**config.mk**
```make
export PLATFORM = sky130hd
export DESIGN_NAME = fb_data_sel_pipe
export DESIGN_NICKNAME = d
export VERILOG_FILES = /design/src/rtl/fb_data_sel_pipe.sv
export SDC_FILE = /design/constraint.sdc
export NUM_CORES = 1
export LEC_CHECK = 0
export CORE_MARGIN = 2
export CORE_UTILIZATION = 32
export DETAILED_ROUTE_END_ITERATION = 7
export REMOVE_ABC_BUFFERS = 1
export SLEW_MARGIN = 20
export SYNTH_ARGS = -nofsm -noshare
export SYNTH_HDL_FRONTEND = slang
export SYNTH_SLANG_ARGS = --single-unit
```
**constraint.sdc**
```tcl
create_clock -name clk -period 6.5 [get_ports clk]
set_clock_uncertainty 0.2 [all_clocks]
set_input_delay 1.3 -clock clk [delete_from_list [all_inputs] [get_ports clk]]
set_output_delay 1.3 -clock clk [all_outputs]
set_load 0.005 [all_outputs]
```
**src/rtl/fb_data_sel_pipe.sv**
```systemverilog
// Enable-gated select/merge of NSRC source words behind a valid/ready stage with a 2-entry skid buffer.
// Optional multi-hot event counter built only when FB_DATA_SEL_ERRCNT_EN is defined.
`timescale 1ns/1ps
`ifndef FB_32BITS
`define FB_32BITS 32
`endif

module fb_data_sel_pipe #(
    parameter int DW   = `FB_32BITS,
    parameter int NSRC = 3,
    parameter int PRIO = 0,
    parameter int SW   = $clog2(NSRC)
) (
    input  logic               clk,
    input  logic               rst,
    input  logic               in_valid,
    output logic               in_ready,
    input  logic [NSRC-1:0]    en,
    input  logic [NSRC*DW-1:0] d,
    output logic               out_valid,
    input  logic               out_ready,
    output logic [DW-1:0]      out_data,
    output logic [SW-1:0]      out_sel,
    output logic               out_none,
    output logic               out_multi,
    output logic [7:0]         err_cnt
);

    typedef struct packed {
        logic [DW-1:0] data;
        logic [SW-1:0] sel;
        logic          none;
        logic          multi;
    } pkt_t;

    typedef enum logic [1:0] {EMPTY, ONE, TWO} state_t;

    state_t        state;
    pkt_t          main_q, skid_q, in_pkt;
    logic [DW-1:0] or_data, pr_data;
    logic [SW-1:0] low_sel;
    logic          acc, drain;

    // Walking downward leaves the lowest set enable as the final winner.
    always_comb begin
        or_data = '0;
        pr_data = '0;
        low_sel = '0;
        for (int i = NSRC - 1; i >= 0; i--) begin
            or_data = or_data | (d[i*DW +: DW] & {DW{en[i]}});
            if (en[i]) begin
                pr_data = d[i*DW +: DW];
                low_sel = SW'(i);
            end
        end
    end

    always_comb begin
        in_pkt.data  = (PRIO != 0) ? pr_data : or_data;
        in_pkt.sel   = low_sel;
        in_pkt.none  = ~|en;
        in_pkt.multi = |(en & (en - NSRC'(1)));
    end

    assign acc   = in_valid && in_ready;
    assign drain = out_valid && out_ready;

    always_ff @(posedge clk or posedge rst) begin
        if (rst) begin
            state     <= EMPTY;
            main_q    <= '0;
            skid_q    <= '0;
            out_valid <= 1'b0;
            in_ready  <= 1'b1;
        end else begin
            case (state)
                EMPTY: if (acc) begin
                    main_q    <= in_pkt;
                    out_valid <= 1'b1;
                    state     <= ONE;
                end
                ONE: begin
                    if (acc && drain) begin
                        main_q <= in_pkt;
                    end else if (acc) begin
                        skid_q   <= in_pkt;
                        in_ready <= 1'b0;
                        state    <= TWO;
                    end else if (drain) begin
                        out_valid <= 1'b0;
                        state     <= EMPTY;
                    end
                end
                TWO: if (drain) begin
                    // in_ready is low here, so only the skid entry moves up
                    main_q   <= skid_q;
                    in_ready <= 1'b1;
                    state    <= ONE;
                end
                default: begin
                    state     <= EMPTY;
                    out_valid <= 1'b0;
                    in_ready  <= 1'b1;
                end
            endcase
        end
    end

    assign out_data  = main_q.data;
    assign out_sel   = main_q.sel;
    assign out_none  = main_q.none;
    assign out_multi = main_q.multi;

`ifdef FB_DATA_SEL_ERRCNT_EN
    always_ff @(posedge clk or posedge rst) begin
        if (rst)
            err_cnt <= '0;
        else if (acc && in_pkt.multi && err_cnt != 8'hFF)
            err_cnt <= err_cnt + 8'd1;
    end
`else
    assign err_cnt = '0;
`endif

endmodule
```
==> flow_summary_export.csv, run 1 <==
group,metric,value,unit
power,ir_drop,0.130,mV
grt,gr-usage-met2,0.265,
place,placed_area,5330,µm²
final_layout,diodes,0,
setup_path,critPathArrivalTime,3.27,ns
final_layout,n_fill_cell,1134,
logic_synthesis,synth_common_cells,"dfrtp_1, mux2_2, mux2i_1, a222oi_1, a21oi_1",
power,powerDensity,308,nW/µm²
logic_synthesis,synth.largest_area_cell,"dfrtp_1",
clock_tree,clkTransAtPathRegs,0.05,ns
logic_synthesis,yosysMostFrequentCell,"dfrtp_1",
logic_synthesis,ys_types,31,
grt,grt-ovfl-total,0,
timing,drv_slew,0,
floorplan,ios,149,
setup_path,r2r-end,"out_sel[0]$_DFFE_PP0P_",
floorplan,num_rows,40,
floorplan,die_h,114,µm
floorplan,core-area,11900,µm²
setup_path,cp-start-kind,"input pin",
logic_synthesis,synthCells,322,
job,maxCapViolations,0,
timing,rsz0062_at_grt,"false",
floorplan,die-area,13000,µm²
logic_synthesis,synth_edf_count,0,
clock_tree,cts.htree.levels,3,
place,portBuffers,140,
clock_tree,clkSinkCount,76,
final_layout,drive_gt1_frac,0.147,
hold_path,holdCritPathClass,"reg -> reg",
grt,met1_usage,0.182,
place,hpwl,6460,µm
setup_path,crit_fanout,27,
detailed_routing,avgViaCountPerCell,5.19,
detailed_routing,vias,3091,
clock_tree,postCtsResizedCells,0,
logic_synthesis,yosys_warnings,0,
status,status,"complete, no violations",
detailed_routing,wire_per_inst,16.3,µm
clock_tree,cts_setup_buffers,0,
final_layout,area_growth,44.1,%
detailed_routing,dr.first_iter.drc_count,166,
logic_synthesis,synth.area.top_cells,"dfrtp_1, mux2_2, mux2i_1",
final_layout,layout.nets,552,
setup_path,worst_ep_required_time,6.51,ns
timing,post-route-period-util,0.502,
logic_synthesis,yosys.area.top_type_share,0.485,
clock_tree,hold_buffers,0,
setup_path,reg2reg_slack,3.96,ns
timing,setup_viol,0,
setup_path,setup.worst_path.end,"skid_q[3]$_DFFE_PP0P_",
timing,relSlewSlack,0.365,
grt,use_met3,0.0478,
floorplan,start_util,0.325,
timing,fin_setup_tns,0,ns
setup_path,setup.worst_path.start,"in_valid",
logic_synthesis,syn_area,3870,µm²
timing,tightest_slew,0.952,ns
grt,grt_busiest_layer,"met2",
grt,grt_max_degree,77,
detailed_routing,dr.pass1.iters,6,
detailed_routing,drc,0,
setup_path,criticalPathCategory,"in -> reg",
clock_tree,clkLatencyLatePin,0.32,ns
setup_path,reg2reg_from,"state[0]$_DFFE_PP0P_",
grt,grt_pass1_vias,3116,
timing,clock.fmax,306,MHz
clock_tree,cts_tree,"yes",
detailed_routing,final_antenna_net_count,0,
logic_synthesis,avgSynthCellArea,12.0,µm²
grt,antenna_found_initial,0,
setup_path,end_kind,"flip-flop",
detailed_routing,wirelength,9730,µm
power,leakagePower,2.61,nW
logic_synthesis,synth_top_flop_cell,"dfrtp_1",
clock_tree,cts_made_buffers,9,
logic_synthesis,async_flop_share,1.00,
timing,layout_min_cycle_time,3.27,ns
final_layout,final_area,5580,µm²
grt,grt_pass1_wl,15400,µm
floorplan,die_x,114,µm
clock_tree,cts_root_buffer,"clkbuf_16",
logic_synthesis,synth_seq_cells,76,
setup_path,rr_worst_depth,4,
clock_tree,clockBufferDepth,2,
place,gp_congestion,0.710,
grt,grtUsageTotal,0.150,
logic_synthesis,yosysSeqAreaShare,0.491,
timing,hold_viol,0,
==> placed cells by master (no fill, tap or decap), types with 2 or more instances in the layout <==
cell type / netlist / routed
clkdlybuf4s50_1: 0 / 140
dfrtp_1: 75 / 75
mux2_2: 43 / 43
mux2i_1: 41 / 41
a222oi_1: 32 / 32
a21oi_1: 25 / 25
inv_1: 22 / 21
nor3b_1: 13 / 13
a31oi_1: 12 / 12
clkbuf_16: 0 / 9
conb_1: 1 / 8
buf_4: 11 / 7
nand2_1: 3 / 3
o21ai_0: 2 / 2
clkbuf_8: 0 / 2
==> cells by family (layout without fill, tap and decap cells) <==
family | after synthesis | count (layout) | synth area share
flops | 76 | 76 | 0.491
compound gates | 77 | 77 | 0.157
other cells | 1 | 8 | 0.000968
simple gates | 22 | 22 | 0.0375
mux | 85 | 85 | 0.234
fa+ha+maj | 1 | 1 | 0.00258
buf+inv | 60 | 180 | 0.0762
==> worst max-delay path, stage by stage <==
cell and delay (ns):
clkdlybuf4s50_1 0.49, and3b_1 0.75, nand2_1 0.11, buf_4 0.29, mux2_2 0.32
==> through the flow <==
step	cells	utilization	total power [mW]	hold slack, ns	worst slack [ns]
finish	596	0.468	1.72	0.302	3.23
global route	596	0.468	1.82	0.317	3.05
CTS	596	0.468	1.74	0.306	3.24
global placement	585	0.447	1.28	0.285	2.94
detailed placement	585	0.447	1.30	0.294	2.91
floorplan	291	-	0.939	0.276	3.05
==> per-layer routing <==
metal | wire (µm) | up-vias
li1 | - | 1455
met5 | 0 | -
met4 | 27 | 0
met1 | 4220 | 1525
met3 | 676 | 2
met2 | 4810 | 109
==> worst min-delay path by stage <==
stage / from / endpoint / depth (start not counted)
floorplan: skid_q[0]$_DFFE_PP0P_ / skid_q[0]$_DFFE_PP0P_ / 1
global placement: skid_q[2]$_DFFE_PP0P_ / skid_q[2]$_DFFE_PP0P_ / 1
detailed placement: skid_q[0]$_DFFE_PP0P_ / skid_q[0]$_DFFE_PP0P_ / 1
CTS: skid_q[0]$_DFFE_PP0P_ / skid_q[0]$_DFFE_PP0P_ / 1
global route: out_sel[1]$_DFFE_PP0P_ / out_sel[1]$_DFFE_PP0P_ / 1
finish: skid_q[0]$_DFFE_PP0P_ / skid_q[0]$_DFFE_PP0P_ / 1
==> flip-flops by register name (all words and copies together) (netlist names) <==
| name | cells |
|---|---|
| out_valid | 1 |
| out_data | 32 |
| state | 2 |
| out_none | 1 |
| skid_q | 36 |
| in_ready | 1 |
| out_multi | 1 |
| out_sel | 2 |
==> layout make-up <==
class | count | area, µm² | share of cell area
Inverter | 22 | 83.8 | 0.0150
Clock buffer | 11 | 253 | 0.0453
Multi-Input combinational cell | 193 | 1700 | 0.305
Timing Repair Buffer | 147 | 1450 | 0.261
Sequential cell | 76 | 1900 | 0.341
Tap cell | 147 | 184 | 0.0330
==> power breakdown <==
part / internal (mW) / leakage, nW / switching, mW
clock: 0.268 / 0.125 / 0.164
combinational: 0.369 / 1.60 / 0.175
sequential: 0.654 / 0.877 / 0.0869
(Power assumes the default switching activity.)
==> run 2: changes to the inputs <==
- clock period: 6.5 -> 3.2 ns (I/O delays scaled with it)
==> run 2 against run 1 <==
Against the previous run: first-iteration DRC count rose by 63%; utilization rose by 1.2 points; design area rose by 2.6%; count of clock-buffer cells in the layout rose by 1; flip-flop and latch count did not move; total power rose by 110%; critical path type is now reg -> reg; critical endpoint is now out_data[30]$_DFFE_PP0P_.
==> flow_summary_export.csv, run 2 (synthesis gave the netlist of run 1 again) <==
group,metric,value,unit
job,maxCapViolations,0,
grt,grt-ovfl-total,0,
setup_path,critPathMaxStageDelay,0.72,ns
clock_tree,cts_root_buffer,"clkbuf_16",
setup_path,critPathArrivalTime,2.37,ns
power,power.total,3.61,mW
clock_tree,clockBufferDepth,2,
timing,hold_viol,0,
floorplan,num_rows,40,
grt,antenna_found_initial,0,
timing,post-route-period-util,0.741,
hold_path,hold_depth,1,
detailed_routing,avgViaCountPerCell,5.17,
timing,clock.fmax,422,MHz
detailed_routing,drc,0,
detailed_routing,dr.pass1.iters,6,
final_layout,largest_reg_flops,36,
final_layout,final_cell_mix,"clkdlybuf4s50_1, dfrtp_1, mux2_2",
detailed_routing,vias,3146,
timing,setup_viol,0,
timing,holdWs,0.302,ns
clock_tree,clkLatencyLatePin,0.33,ns
timing,fin_setup_tns,0,ns
clock_tree,cts_made_buffers,9,
grt,grt_pass1_wl,16000,µm
setup_path,criticalPathCategory,"reg -> reg",
place,gp_congestion,0.727,
clock_tree,postCtsResizedCells,0,
clock_tree,hold_buffers,0,
clock_tree,clkSinkCount,76,
setup_path,rr_worst_depth,4,
setup_path,path_cells,"nand2b_2 -> o32ai_4 -> buf_4 -> mux2_2",
setup_path,r2r-end,"out_data[30]$_DFFE_PP0P_",
grt,grt_max_degree,38,
floorplan,ios,149,
clock_tree,clkTransAtPathRegs,0.06,ns
final_layout,top_register,"skid_q",
final_layout,area_growth,47.9,%
timing,rsz0062_at_grt,"false",
floorplan,core-area,11900,µm²
floorplan,start_util,0.325,
clock_tree,cts_setup_buffers,0,
status,status,"complete, no violations",
detailed_routing,final_antenna_net_count,0,
setup_path,reg2reg_slack,0.83,ns
hold_path,min_to,"skid_q[2]$_DFFE_PP0P_",
place,portBuffers,140,
detailed_routing,dr.first_iter.drc_count,270,
detailed_routing,wire_per_inst,16.5,µm
final_layout,drive_gt1_frac,0.165,
setup_path,cp-start-kind,"flip-flop",
place,hpwl,6900,µm
floorplan,die_x,114,µm
setup_path,crit_path_top_delay_cell,"dfrtp_1",
setup_path,worst_ep_required_time,3.20,ns
timing,layout_min_cycle_time,2.37,ns
final_layout,final_common_cell,"clkdlybuf4s50_1",
power,leakagePower,2.68,nW
final_layout,layout.nets,559,
final_layout,final_util,0.481,
timing,tightest_slew,0.679,ns
grt,grt_pass1_vias,3248,
clock_tree,cts_tree,"yes",
hold_path,worstHoldStart,"skid_q[2]$_DFFE_PP0P_",
floorplan,die-area,13000,µm²
setup_path,end_kind,"flip-flop",
setup_path,reg2reg_from,"state[1]$_DFFE_PP0P_",
timing,relSlewSlack,0.547,
final_layout,diodes,0,
timing,drv_slew,0,
setup_path,crit_fanout,23,
hold_path,holdCritPathClass,"reg -> reg",
clock_tree,cts.htree.levels,3,
power,powerDensity,630,nW/µm²
power,ir_drop,0.261,mV
detailed_routing,wirelength,10000,µm
grt,grtUsageTotal,0.156,
floorplan,die_h,114,µm
## run 2: cell types whose count changed in the layout (fill, tap and decap cells not counted)
cell | previous run | this run
bufinv_16 | 0 | 1
clkinv_4 | 0 | 1
clkinv_2 | 1 | 3
clkbuf_8 | 2 | 1
clkbuf_1 | 0 | 2
buf_4 | 7 | 10
buf_12 | 0 | 4
## run 2: final cells by class
type | count | area (µm²)
fillers | 1108 | 6190
multi-input cells | 193 | 1700
clock buffers | 12 | 246
well taps | 147 | 184
flip-flops and latches | 76 | 1900
inverters | 22 | 83.8
clock inverters | 4 | 48.8
repair buffers | 154 | 1560
## run 2: per-stage QoR
stage	instance area, µm²	std cells	setup slack (ns)
finish	5730	608	0.829
floorplan	3690	291	0.0375
global placement	5430	592	0.587
detailed placement	5430	592	0.541
global route	5730	608	0.638
CTS	5730	608	0.793
## run 2: worst max path at each step
stage,from,end,slack [ns]
2_1_floorplan,state[0]$_DFFE_PP0P_,out_sel[0]$_DFFE_PP0P_,0.04
3_3_place_gp,out_ready,out_data[7]$_DFFE_PP0P_,0.59
3_5_place_dp,out_ready,out_data[2]$_DFFE_PP0P_,0.54
4_1_cts,state[1]$_DFFE_PP0P_,out_data[2]$_DFFE_PP0P_,0.79
5_1_grt,state[1]$_DFFE_PP0P_,out_data[28]$_DFFE_PP0P_,0.64
6_report,state[1]$_DFFE_PP0P_,out_data[30]$_DFFE_PP0P_,0.83
## run 2: report_power, final
group | switching, mW | internal (mW) | total, mW | leakage (nW)
clock | 0.371 | 0.624 | 0.995 | 0.147
combinational | 0.351 | 0.756 | 1.11 | 1.66
sequential | 0.177 | 1.33 | 1.50 | 0.877
## run 2: critical path: cells and delay by family (launching register included)
kind / cells / cell delay (ns)
buffers and inverters: 1 / 0.36
AO/OA/AOI/OAI: 1 / 0.20
multiplexers: 1 / 0.37
flip-flops: 1 / 0.72
AND/OR/NAND/NOR: 1 / 0.38
## run 2: routing by layer
layer	GRT usage	up-vias	routed length [µm]
met5	0	-	0
met4	0.0341	0	64
met3	0.0457	7	674
met2	0.277	100	5060
met1	0.187	1565	4220
li1	-	1474	-
==> run 3: changes to the inputs <==
- clock period: 3.2 -> 2.15 ns (I/O delays scaled with it)
==> run 3 against run 2 <==
Against the previous run: sequential share of layout area fell by 1.6 points; global-route usage increased by 0.28 points; routed wire length grew 1.1%; sequential power up 50%; via count grew 2.6%; critical path type is now in -> reg; largest cell class unchanged.
==> flow_summary_export.csv, run 3 (synthesis gave the netlist of run 1 again) <==
group,metric,value,unit
detailed_routing,dr.pass1.iters,5,
timing,rsz0062_at_grt,"false",
clock_tree,clkTransAtPathRegs,0.06,ns
setup_path,r2r-end,"out_sel[1]$_DFFE_PP0P_",
timing,hold_viol,0,
hold_path,hold_depth,1,
setup_path,reg2reg_slack,0.11,ns
timing,setup_viol,0,
setup_path,crit_fanout,17,
clock_tree,clockBufferDepth,2,
timing,fin_ws,0.0757,ns
grt,antenna_found_initial,0,
timing,relSlewSlack,0.644,
power,leakagePower,2.84,nW
detailed_routing,avgViaCountPerCell,5.16,
floorplan,num_rows,40,
status,status,"complete, no violations",
timing,clock.fmax,482,MHz
grt,grt_pass1_vias,3208,
final_layout,area_growth,55.5,%
timing,tightest_slew,0.534,ns
timing,layout_min_cycle_time,2.07,ns
detailed_routing,dr.first_iter.drc_count,180,
clock_tree,cts.htree.levels,3,
place,hpwl,7270,µm
final_layout,drive_gt1_frac,0.200,
timing,drv_slew,0,
hold_path,worstHoldStart,"skid_q[0]$_DFFE_PP0P_",
clock_tree,postCtsResizedCells,0,
place,portBuffers,140,
final_layout,final_common_cell,"clkdlybuf4s50_1",
place,gp_congestion,0.770,
clock_tree,cts_setup_buffers,0,
place,pre_cts_slack,-0.239,ns
grt,grt-ovfl-total,0,
final_layout,largest_reg_flops,36,
detailed_routing,final_antenna_net_count,0,
timing,fin_setup_tns,0,ns
clock_tree,cts_tree,"yes",
grt,grt_max_degree,77,
clock_tree,hold_buffers,0,
floorplan,start_util,0.325,
clock_tree,cts_made_buffers,9,
detailed_routing,wire_per_inst,16.2,µm
clock_tree,clkSinkCount,76,
grt,grtUsageTotal,0.159,
job,maxCapViolations,0,
final_layout,top_register,"skid_q",
setup_path,end_kind,"flip-flop",
clock_tree,clkLatencyLatePin,0.32,ns
hold_path,holdCritPathClass,"reg -> reg",
power,powerDensity,961,nW/µm²
detailed_routing,wirelength,10100,µm
setup_path,criticalPathCategory,"in -> reg",
clock_tree,cts_root_buffer,"clkbuf_16",
final_layout,final_util,0.505,
setup_path,cp-start-kind,"input pin",
floorplan,die-area,13000,µm²
floorplan,core-area,11900,µm²
final_layout,diodes,0,
setup_path,reg2reg_from,"state[0]$_DFFE_PP0P_",
setup_path,critPathArrivalTime,2.08,ns
power,ir_drop,0.475,mV
grt,grt_pass1_wl,16300,µm
place,placed_area,5650,µm²
floorplan,die_h,114,µm
floorplan,die_x,114,µm
setup_path,worst_ep_required_time,2.15,ns
hold_path,min_to,"skid_q[0]$_DFFE_PP0P_",
floorplan,ios,149,
detailed_routing,vias,3228,
final_layout,final_cell_mix,"clkdlybuf4s50_1, dfrtp_1, mux2_2",
final_layout,final_area,6020,µm²
final_layout,layout.nets,578,
setup_path,rr_worst_depth,4,
detailed_routing,drc,0,
timing,post-route-period-util,0.965,
## run 3: cell count changes in the layout (fill, tap and decap cells not counted), sizes merged
cell and change:
clkinv -3, bufinv +3, buf +19, clkbuf -1
## run 3: layout make-up
cell class / count / area [µm²]
repair buffers: 173 / 1770
multi-input cells: 193 / 1700
clock inverters: 4 / 120
well taps: 147 / 184
flip-flops and latches: 76 / 1900
fillers: 1089 / 5890
clock buffers: 11 / 253
inverters: 22 / 83.8
## run 3: report_power, final
part           total, mW  switching, mW  internal [mW]
combinational       1.68          0.532           1.15
sequential          2.25          0.273           1.97
clock               1.86          0.550           1.31
## run 3: worst max-delay path, cell delays in order
cell and delay, ns:
clkdlybuf4s50_1 0.46, buf_4 0.23, a222oi_1 0.54, a21oi_1 0.13, mux2_2 0.27
## run 3: how the worst max path moves through the flow
stage               slack, ns  depth (start not counted)                        to                 start
finish                   0.08                          5  out_data[14]$_DFFE_PP0P_                 en[1]
global route             0.01                          5  out_data[14]$_DFFE_PP0P_                 en[1]
CTS                      0.08                          5  out_data[14]$_DFFE_PP0P_                 en[1]
detailed placement      -0.24                          6  out_data[15]$_DFFE_PP0P_                 en[1]
global placement        -0.22                          6  out_data[15]$_DFFE_PP0P_                 en[1]
floorplan               -1.01                          3    out_sel[0]$_DFFE_PP0P_  state[0]$_DFFE_PP0P_
## run 3: metrics by stage
step / power [mW] / hold WS, ns / std cells
final: 5.79 / 0.304 / 626
after global placement: 3.92 / 0.284 / 611
after global routing: 6.10 / 0.322 / 626
after floorplan: 2.84 / 0.276 / 291
after detailed placement: 3.98 / 0.294 / 611
after CTS: 5.86 / 0.307 / 626
## run 3: metal layers
layer | global-route usage | vias up | share of wire
met3 | 0.0462 | 8 | 0.068
met5 | 0 | - | 0
met4 | 0.0358 | 0 | 0.011
met1 | 0.211 | 1599 | 0.45
met2 | 0.258 | 102 | 0.48
li1 | - | 1519 | -
